File: src/rtl/viterbi_pkg.sv
// viterbi_pkg: shared types and helpers for the Viterbi link BER monitor.
//   ber_state_t - monitor FSM states (IDLE, SKIP, CMP, DONE)
//   BER_CNT_W   - default width of the statistic counters
//   sat_inc     - saturating increment, used with values up to 32 bits wide
package viterbi_pkg;

  localparam int unsigned BER_CNT_W = 16;

  typedef enum logic [1:0] {
    IDLE = 2'd0,
    SKIP = 2'd1,
    CMP  = 2'd2,
    DONE = 2'd3
  } ber_state_t;

  // Increment val and clamp it at max_val. Callers zero-extend narrower counters.
  function automatic logic [31:0] sat_inc(input logic [31:0] val, input logic [31:0] max_val);
    return (val >= max_val) ? max_val : (val + 32'd1);
  endfunction

endpackage

File: src/rtl/ber_ref_fifo.sv
// ber_ref_fifo: 1-bit wide reference FIFO that holds the source bits for the BER monitor.
// Pointers carry one extra MSB, so full and empty can be told apart when the index bits match.
// The head entry is read combinationally. A push while the FIFO is full is dropped unless a
// pop happens in the same cycle.
// Ports:
//   clk, rst  - clock, asynchronous active-high reset
//   clr_i     - synchronous clear of both pointers
//   push_i    - write din_i
//   din_i     - bit to write
//   pop_i     - discard the head entry
//   dout_o    - head entry
//   full_o    - FIFO full
//   empty_o   - FIFO empty
// DEPTH must be a power of 2 and at least 2.
module ber_ref_fifo #(
  parameter int unsigned DEPTH = 32
) (
  input  logic clk,
  input  logic rst,
  input  logic clr_i,
  input  logic push_i,
  input  logic din_i,
  input  logic pop_i,
  output logic dout_o,
  output logic full_o,
  output logic empty_o
);

  localparam int unsigned AW = $clog2(DEPTH);

  logic [AW:0]      wr_ptr_q, wr_ptr_d;
  logic [AW:0]      rd_ptr_q, rd_ptr_d;
  logic [DEPTH-1:0] mem_q;
  logic             do_push;
  logic             do_pop;

  assign empty_o = (wr_ptr_q == rd_ptr_q);
  assign full_o  = (wr_ptr_q[AW] != rd_ptr_q[AW]) &&
                   (wr_ptr_q[AW-1:0] == rd_ptr_q[AW-1:0]);
  assign dout_o  = mem_q[rd_ptr_q[AW-1:0]];

  // A pop in the same cycle frees a slot, so a push is legal even when the FIFO is full.
  assign do_pop  = pop_i && !empty_o;
  assign do_push = push_i && (!full_o || do_pop);

  // Next pointer values
  always_comb begin
    wr_ptr_d = wr_ptr_q;
    rd_ptr_d = rd_ptr_q;
    if (do_push) wr_ptr_d = wr_ptr_q + (AW+1)'(1);
    if (do_pop)  rd_ptr_d = rd_ptr_q + (AW+1)'(1);
  end

  // Pointer registers
  always_ff @(posedge clk or posedge rst) begin
    if (rst) begin
      wr_ptr_q <= '0;
      rd_ptr_q <= '0;
    end else if (clr_i) begin
      wr_ptr_q <= '0;
      rd_ptr_q <= '0;
    end else begin
      wr_ptr_q <= wr_ptr_d;
      rd_ptr_q <= rd_ptr_d;
    end
  end

  // Storage, no reset needed: the pointers decide which entries are valid
  always_ff @(posedge clk) begin
    if (do_push) mem_q[wr_ptr_q[AW-1:0]] <= din_i;
  end

endmodule

File: src/rtl/viterbi_ber_monitor.sv
// viterbi_ber_monitor: receive-end checker for the encoder -> channel -> Viterbi decoder link.
// Stores the source bits in a reference FIFO and pairs each decoded bit with the oldest stored
// bit. It discards SKIP_BITS leading decoded bits, then compares up to BIT_LIMIT bits and
// counts errors.
// Ports:
//   clk, rst      - clock, asynchronous active-high reset
//   clear_i       - synchronous clear, same effect as rst
//   tx_valid_i/tx_bit_i - source bit going into the encoder
//   rx_valid_i/rx_bit_i - decoded bit
//   err_pulse_o   - one-cycle pulse for each counted mismatch
//   err_ct_o      - count of mismatched bits
//   cmp_ct_o      - count of compared bits
//   burst_max_o   - longest run of consecutive mismatches
//   ovf_o         - sticky: a source bit was dropped because the FIFO was full
//   udf_o         - sticky: a decoded bit arrived while the FIFO was empty
//   done_o        - BIT_LIMIT bits have been compared
// Build option: define VITERBI_BER_BURST_EN to build the run counter and burst_max_o.
// Without it, burst_max_o is tied to 0.
module viterbi_ber_monitor
  import viterbi_pkg::*;
#(
  parameter int unsigned DEPTH     = 32,
  parameter int unsigned SKIP_BITS = 8,
  parameter int unsigned BIT_LIMIT = 256,
  parameter int unsigned CNT_W     = BER_CNT_W
) (
  input  logic             clk,
  input  logic             rst,
  input  logic             clear_i,
  input  logic             tx_valid_i,
  input  logic             tx_bit_i,
  input  logic             rx_valid_i,
  input  logic             rx_bit_i,
  output logic             err_pulse_o,
  output logic [CNT_W-1:0] err_ct_o,
  output logic [CNT_W-1:0] cmp_ct_o,
  output logic [CNT_W-1:0] burst_max_o,
  output logic             ovf_o,
  output logic             udf_o,
  output logic             done_o
);

  localparam int unsigned    SKIP_W    = (SKIP_BITS > 1) ? $clog2(SKIP_BITS + 1) : 1;
  localparam logic [CNT_W-1:0]  CNT_MAX   = '1;
  localparam logic [CNT_W-1:0]  LIMIT     = CNT_W'(BIT_LIMIT);
  localparam logic [SKIP_W-1:0] SKIP_LAST = SKIP_W'(SKIP_BITS);

  ber_state_t        state_q, state_d;
  logic [SKIP_W-1:0] skip_q, skip_d, skip_inc;
  logic [CNT_W-1:0]  err_ct_q, err_ct_d;
  logic [CNT_W-1:0]  cmp_ct_q, cmp_ct_d;
  logic              err_pulse_q, err_pulse_d;
  logic              ovf_q, ovf_d;
  logic              udf_q, udf_d;
`ifdef VITERBI_BER_BURST_EN
  logic [CNT_W-1:0]  run_q, run_d, run_inc;
  logic [CNT_W-1:0]  burst_q, burst_d;
`endif

  logic active;
  logic push;
  logic pop;
  logic consume;
  logic cmp_en;
  logic mism;
  logic fifo_dout;
  logic fifo_full;
  logic fifo_empty;

  // DONE freezes everything, including the FIFO
  assign active  = (state_q != DONE);
  assign push    = tx_valid_i && active;
  assign pop     = rx_valid_i && active;
  assign consume = pop && !fifo_empty;
  assign mism    = rx_bit_i ^ fifo_dout;

  ber_ref_fifo #(
    .DEPTH (DEPTH)
  ) u_ref_fifo (
    .clk     (clk),
    .rst     (rst),
    .clr_i   (clear_i),
    .push_i  (push),
    .din_i   (tx_bit_i),
    .pop_i   (pop),
    .dout_o  (fifo_dout),
    .full_o  (fifo_full),
    .empty_o (fifo_empty)
  );

  // Next state, compare and statistics
  always_comb begin
    state_d     = state_q;
    skip_d      = skip_q;
    err_ct_d    = err_ct_q;
    cmp_ct_d    = cmp_ct_q;
    err_pulse_d = 1'b0;
    ovf_d       = ovf_q;
    udf_d       = udf_q;
    cmp_en      = 1'b0;
    skip_inc    = skip_q + SKIP_W'(1);
`ifdef VITERBI_BER_BURST_EN
    run_d       = run_q;
    burst_d     = burst_q;
    run_inc     = CNT_W'(sat_inc(32'(run_q), 32'(CNT_MAX)));
`endif

    if (push && fifo_full && !consume) ovf_d = 1'b1;
    if (pop && fifo_empty)             udf_d = 1'b1;

    // Only decoded bits that find a reference entry move the FSM forward
    case (state_q)
      IDLE: begin
        if (consume) begin
          if (SKIP_BITS == 0) begin
            state_d = CMP;
            cmp_en  = 1'b1;
          end else begin
            skip_d  = SKIP_W'(1);
            state_d = (SKIP_BITS == 1) ? CMP : SKIP;
          end
        end
      end
      SKIP: begin
        if (consume) begin
          skip_d = skip_inc;
          if (skip_inc == SKIP_LAST) state_d = CMP;
        end
      end
      CMP: begin
        if (consume) cmp_en = 1'b1;
      end
      DONE: begin
      end
      default: state_d = IDLE;
    endcase

    if (cmp_en) begin
      cmp_ct_d = CNT_W'(sat_inc(32'(cmp_ct_q), 32'(CNT_MAX)));
      if (mism) begin
        err_ct_d    = CNT_W'(sat_inc(32'(err_ct_q), 32'(CNT_MAX)));
        err_pulse_d = 1'b1;
`ifdef VITERBI_BER_BURST_EN
        run_d = run_inc;
        if (run_inc > burst_q) burst_d = run_inc;
`endif
      end else begin
`ifdef VITERBI_BER_BURST_EN
        run_d = '0;
`endif
      end
    end

    if ((state_d == CMP) && (cmp_ct_d >= LIMIT)) state_d = DONE;
  end

  // State and statistic registers
  always_ff @(posedge clk or posedge rst) begin
    if (rst) begin
      state_q     <= IDLE;
      skip_q      <= '0;
      err_ct_q    <= '0;
      cmp_ct_q    <= '0;
      err_pulse_q <= 1'b0;
      ovf_q       <= 1'b0;
      udf_q       <= 1'b0;
`ifdef VITERBI_BER_BURST_EN
      run_q       <= '0;
      burst_q     <= '0;
`endif
    end else if (clear_i) begin
      state_q     <= IDLE;
      skip_q      <= '0;
      err_ct_q    <= '0;
      cmp_ct_q    <= '0;
      err_pulse_q <= 1'b0;
      ovf_q       <= 1'b0;
      udf_q       <= 1'b0;
`ifdef VITERBI_BER_BURST_EN
      run_q       <= '0;
      burst_q     <= '0;
`endif
    end else begin
      state_q     <= state_d;
      skip_q      <= skip_d;
      err_ct_q    <= err_ct_d;
      cmp_ct_q    <= cmp_ct_d;
      err_pulse_q <= err_pulse_d;
      ovf_q       <= ovf_d;
      udf_q       <= udf_d;
`ifdef VITERBI_BER_BURST_EN
      run_q       <= run_d;
      burst_q     <= burst_d;
`endif
    end
  end

  assign err_pulse_o = err_pulse_q;
  assign err_ct_o    = err_ct_q;
  assign cmp_ct_o    = cmp_ct_q;
  assign ovf_o       = ovf_q;
  assign udf_o       = udf_q;
  assign done_o      = (state_q == DONE);
`ifdef VITERBI_BER_BURST_EN
  assign burst_max_o = burst_q;
`else
  assign burst_max_o = '0;
`endif

endmodule
File: config.mk
export PLATFORM = sky130hd
export DESIGN_NAME = viterbi_ber_monitor
export DESIGN_NICKNAME = d
export VERILOG_FILES = /design/src/rtl/viterbi_pkg.sv /design/src/rtl/ber_ref_fifo.sv /design/src/rtl/viterbi_ber_monitor.sv
export SDC_FILE = /design/constraint.sdc
export NUM_CORES = 1
export LEC_CHECK = 0
export ABC_AREA = 1
export CAP_MARGIN = 20
export CORE_MARGIN = 2
export CORE_UTILIZATION = 60
export CTS_BUF_LIST = sky130_fd_sc_hd__clkbuf_8
export DETAILED_ROUTE_END_ITERATION = 10
export DONT_BUFFER_PORTS = 1
export PLACE_DENSITY = 0.76
export SLEW_MARGIN = 10
export SYNTH_ARGS = -nofsm -noshare
export SYNTH_HDL_FRONTEND = slang
export SYNTH_SLANG_ARGS = --single-unit
File: constraint.sdc
create_clock -name clk -period 4.5 [get_ports clk]
set_input_delay 0.9 -clock clk [delete_from_list [all_inputs] [get_ports clk]]
set_output_delay 0.9 -clock clk [all_outputs]
set_load 0.02 [all_outputs]
==> flow_summary.toml <==
[clocking]
clock_latency_ns = 0.37
cts-buffers-inserted = 9
postCtsSetupRepairBufs = 0
cts_tree = "yes"
cts.path.max_buffers = 2
clock_sinks = 85
htree_num_levels = 3
cts_resized = 0
root_buffer = "clkbuf_8"
hold_buffers = 0
clkSlewWorstSetupHoldPaths_ns = 0.08

[detailed_routing]
post_drt_wl_per_cell_um = 14.77
drtAntennaViolNets = 0
first_pass_iters = 6
drt_iter0_drc = 278
via_per_inst = 5.455
route.detailed.drc = 0
postRouteWirelength_mm = 10.74
vias = 3966

[sta]
worst-slew-pin-transition_ns = 0.8589
grt_setup_unrepaired = "no"
setup_viol = 0
holdWs_ns = 0.4247
setup_ws_ns = 2.033
setup-tns-final_ns = 0
hold_violations = 0
min_period_over_period = 0.5482
slew_violations = 0
fmax_ghz = 0.4053
final.min_clock_period_ns = 2.467
clock-skew-final_ns = 0.008017
relSlewSlack = 0.4268

[logic_synthesis]
syn_area_sq_mm = 0.004898
synth-compound-area-share = 0.07867
synth-edff-count = 32
synth_top_area_share = 0.2708
synth-seq-cells = 85
yosysMostFrequentCell = "nand2_1"
synth_common_cells = "nand2_1 (168), nor2_1 (103), dfrtp_1 (53)"
yosys.area_share.simple = 0.3206
synth.area.mux_share = 0
synth_top_family_by_area = "simple AND/OR/NAND/NOR gates"
syn_area_per_cell_sq_um = 7.875
synth_xor_xnor_area_share = 0.02146
syn_inst = 622
seq_area_frac_synth = 0.4669
synth_cell_types = 43
yosysWarnings = 0
synthFlopType = "dfrtp_1"
yosys.area_share.adder = 0.02043
synth_area_leaders = "dfrtp_1 (27%), edfxtp_1 (20%), nand2_1 (13%)"
yosys.area.top_type = "dfrtp_1"
async_flop_share = 0.6235

[global_routing]
grt_pass1_vias = 3876
grt_max_degree = 33
grt_overflow = 0
grt_pass1_wl_mm = 18.03
grt_use_total = 0.2608
antenna_found_initial = 0

[finish]
syn_to_final_growth_pct = 3.065
drive_above_1_share = 0.06560
finish.instance_area_sq_mm = 0.005049
nFillCells = 690
antennaDiodeCount = 0
num-nets-final = 635
ff_latch_area_sq_mm = 0.002287
multi_input_area_sq_mm = 0.002221

[floorplanning]
die_w_um = 94.36
fp.dieH_um = 94.36
core_sq_mm = 0.007807
initial_core_util = 0.6274
die_area_sq_mm = 0.008903
row_count = 32
io_pins = 59

[place]
hpwlAfterDp_mm = 7.529
portBuffers = 0
gp_congestion = 0.8909
place_area_sq_mm = 0.004865
pre_cts_slack_ns = 2.028

[critical_path]
ff2ff_path_depth = 9
timing.rr.end = "u_ref_fifo.mem_q[16]"
startpoint_type = "register"
required_ns = 4.62
worstPathArrival_ns = 2.59
worstSetupPathType = "register to register"
endpoint_kind = "register"
rrSetupSlack_ns = 2.03
worstPathMaxFanout = 20
r2r-start = "u_ref_fifo.rd_ptr_q[0]"

[status]
status = "complete, no violations"

[pwr]
p_per_area_mw_per_mm2 = 297.8
leakagePower_nw = 2.278
vdd_drop_max_mv = 0.1323

[job]
cap_violations = 0

[hold_path]
hold_path.class = "input pin to async pin"
==> how the worst max path moves through the flow <==
| stage | from | endpoint | slack [ns] | cells after the start |
|---|---|---|---|---|
| finish | u_ref_fifo.rd_ptr_q[0] | u_ref_fifo.mem_q[16] | 2.03 | 9 |
| global route | err_ct_o[0] | err_ct_o[11] | 1.72 | 9 |
| CTS | err_ct_o[0] | err_ct_o[11] | 2.05 | 9 |
| detailed placement | rx_valid_i | u_ref_fifo.mem_q[16] | 2.03 | 8 |
| global placement | rx_valid_i | u_ref_fifo.mem_q[20] | 2.06 | 8 |
| floorplan | rst | cmp_ct_o[0] | 2.31 | 1 |
==> placed cells by master (no fill, tap or decap), types with 8 or more instances in the layout <==
cell type and instances:
nand3_1 46, dfrtp_1 53, nor2_1 103, edfxtp_1 32, nor3_1 9, o21ai_0 26, ha_1 8, inv_1 53
conb_1 16, clkbuf_8 9, nand2_1 168, a21oi_1 19, xor2_1 8
==> critical path, cell delays in order, from the launching register on <==
cell and delay [ns]:
dfrtp_1 0.82, inv_8 0.12, nand2_1 0.09, nand2_1 0.06, nor2_2 0.13, nand4_1 0.18
nand2_1 0.23, inv_1 0.15, nand2_1 0.33, nor2_1 0.10
==> registers in the layout, summed over array words and instances, names as in the netlist <==
name,cells
state_q,2
u_ref_fifo.wr_ptr_q,6
ovf_o,1
err_pulse_o,1
u_ref_fifo.mem_q,32
udf_o,1
err_ct_o,16
u_ref_fifo.rd_ptr_q,6
cmp_ct_o,16
skip_q,4
==> layout make-up <==
| type | count | share of cell area |
|---|---|---|
| clock buffer | 9 | 0.02454 |
| inverter | 57 | 0.04387 |
| tap | 102 | 0.02528 |
| clock inverter | 7 | 0.01190 |
| sequential | 85 | 0.4530 |
| multi-input combinational | 466 | 0.4399 |
| timing repair buffer | 1 | 0.001487 |
==> power breakdown <==
group	switching (mW)	internal (mW)
clock	0.276	0.249
combinational	0.103	0.0393
sequential	0.0228	0.814
total	0.402	1.10
==> routing by layer <==
metal | GRT usage | wire (um)
met5 | 0 | 0
met3 | 0.05507 | 807
met2 | 0.3940 | 4963
met4 | 0.1377 | 276
met1 | 0.3559 | 4690
==> kinds of logic (layout without fill, tap and decap cells) <==
family / after synthesis / count (layout)
and+or+nand+nor: 361 / 361
buffers and inverters: 86 / 74
DFF: 85 / 85
AOI/OAI and AO/OA: 69 / 69
xor gates and xnor gates: 12 / 12
adders and majority gates: 8 / 8
other: 1 / 16
==> through the flow <==
step | std cells | utilization | power (mW)
2_1_floorplan | 637 | - | 0.9853
3_3_place_gp | 711 | 0.6231 | 0.9870
3_5_place_dp | 711 | 0.6231 | 0.9938
4_1_cts | 727 | 0.6466 | 1.502
5_1_grt | 727 | 0.6466 | 1.557
6_report | 727 | 0.6466 | 1.504
No activity file was read; power rests on OpenSTA's default activity.
==> patch (same flow settings) <==
Build with the macro `VITERBI_BER_BURST_EN` defined.
--- a/src/rtl/viterbi_ber_monitor.sv
+++ b/src/rtl/viterbi_ber_monitor.sv
@@ -18,2 +18,4 @@
 // Without it, burst_max_o is tied to 0.
+`define VITERBI_BER_BURST_EN
+
 module viterbi_ber_monitor
Formal check against the unedited RTL: same outputs for any inputs over 10 cycles, from zero or initial values and one cycle with rst high; that may be too few to reach the edited logic, so the function may still have changed.
==> patch against the unedited design <==
Sequential cell count rose by 32; power grew 50%; setup slack got worse by 1.3 ns; first-iteration DRC count rose by 47%; wire length rose by 47%; area after synthesis rose by 40%; highest routed layer unchanged; die area up 38%; worst hold slack better by 0.085 ns; final area rose by 44%.
==> patch: results (changes against the unedited design) <==
register area share after synthesis=45.2% (was 46.7%); largest net degree at the start of global routing=55 (was 33); ranking of synthesized cells by area=dfrtp_1 31%, edfxtp_1 14%, nand2_1 13% (was dfrtp_1 27%, edfxtp_1 20%, nand2_1 13%); clk_skew=0.00613 ns (was 0.00802 ns); GPL Wtd Cong=0.896 (was 0.891); Async S/R FF share, synth=72.6% (was 62.4%); H-tree levels=4 (was 3); R2R Setup Slk=0.70 ns (was 2.03 ns); Synth Area in Compound Gates=6.77% (was 7.87%); total CTS buffers=17 (was 9); number of vias per cell=5.70 (was 5.46); Initial DRC Count=409 (was 278); post-synthesis adder-cell area fraction=4.57% (was 2.04%); Worst-Skew Late Latency=0.44 ns (was 0.37 ns); HPWL after detailed placement=11100 µm (was 7530 µm); CP max stage delay=0.64 ns (was 0.82 ns); Leak=3.41 nW (was 2.28 nW); outcome=finished clean (unchanged); Setup crit start=run_q[0] (was u_ref_fifo.rd_ptr_q[0]); Post-Synth XOR/XNOR Area=2.18% (was 2.15%); Synth cell types=45 (was 43); peak fanout along the critical path=17 (was 20); post-synthesis mux area share=0.165% (was 0%); share of cells above drive strength 1=7.26% (was 6.56%); final core occ=66.2% (was 64.7%); worst vdd ir=0.000189 V (was 0.000132 V); Worst path slowest cell=a21boi_2 (was dfrtp_1); final period utilization=84.3% (was 54.8%); top post-synthesis cells by count=233 x nand2_1, 116 x nor2_1, 108 x nand3_1 (was 168 x nand2_1, 103 x nor2_1, 53 x dfrtp_1); r2r endpoint=burst_max_o[2] (was u_ref_fifo.mem_q[16]); max_slew headroom=37.1% (was 42.7%); Reg2Reg Depth=17 (was 9); wire per inst=15.2 µm (was 14.8 µm)
patch: cells by family after synthesis:
kind of cell               Yosys count
and+or+nand+nor                    521
buffers and inverters              114
xor gates and xnor gates            17
adders and majority gates           25
muxes                                1
AOI/OAI and AO/OA                   86
DFF                                117
patch: worst min path at each step:
stage                     startpoint          end  slack (ns)  cells past startpoint
after global routing         clear_i  cmp_ct_o[4]        0.49                      1
final                        clear_i  cmp_ct_o[4]        0.51                      1
after CTS                    clear_i  cmp_ct_o[4]        0.48                      1
after detailed placement   skip_q[3]    skip_q[3]        0.52                      1
after global placement      run_q[1]     run_q[1]        0.51                      2
after floorplan             run_q[1]     run_q[1]        0.48                      2
patch: layer usage:
metal	up-vias	global-route usage, %	part of all wire [%]
met5	-	0	0
met4	0	12.1	2.4
met3	36	6.62	5.3
met2	167	45.2	50
met1	2807	31.7	43
li1	2894	-	-
patch: power groups by stage:
stage	sequential [mW]	clock [mW]	combinational, mW
after floorplan	1.13	0	0.143
after global placement	1.15	0	0.151
after detailed placement	1.15	0	0.160
after CTS	1.13	0.981	0.160
after global routing	1.13	1.03	0.181
final	1.13	0.967	0.159
patch: final cells by class:
type / count / share of cell area (%)
clock buffers: 18 / 3.41
well taps: 140 / 2.41
multi-input cells: 650 / 44.6
clock inverters: 14 / 1.98
inverters: 94 / 4.97
flip-flops and latches: 117 / 42.5
repair buffers: 2 / 0.206
patch: worst max-delay path, delay by kind of cell, from the launching register on:
family,cells,cell delay [ns]
adders and majority gates,2,0.38
DFF,1,0.40
and+or+nand+nor,12,2.02
buffers and inverters,2,0.24
AOI/OAI and AO/OA,1,0.64
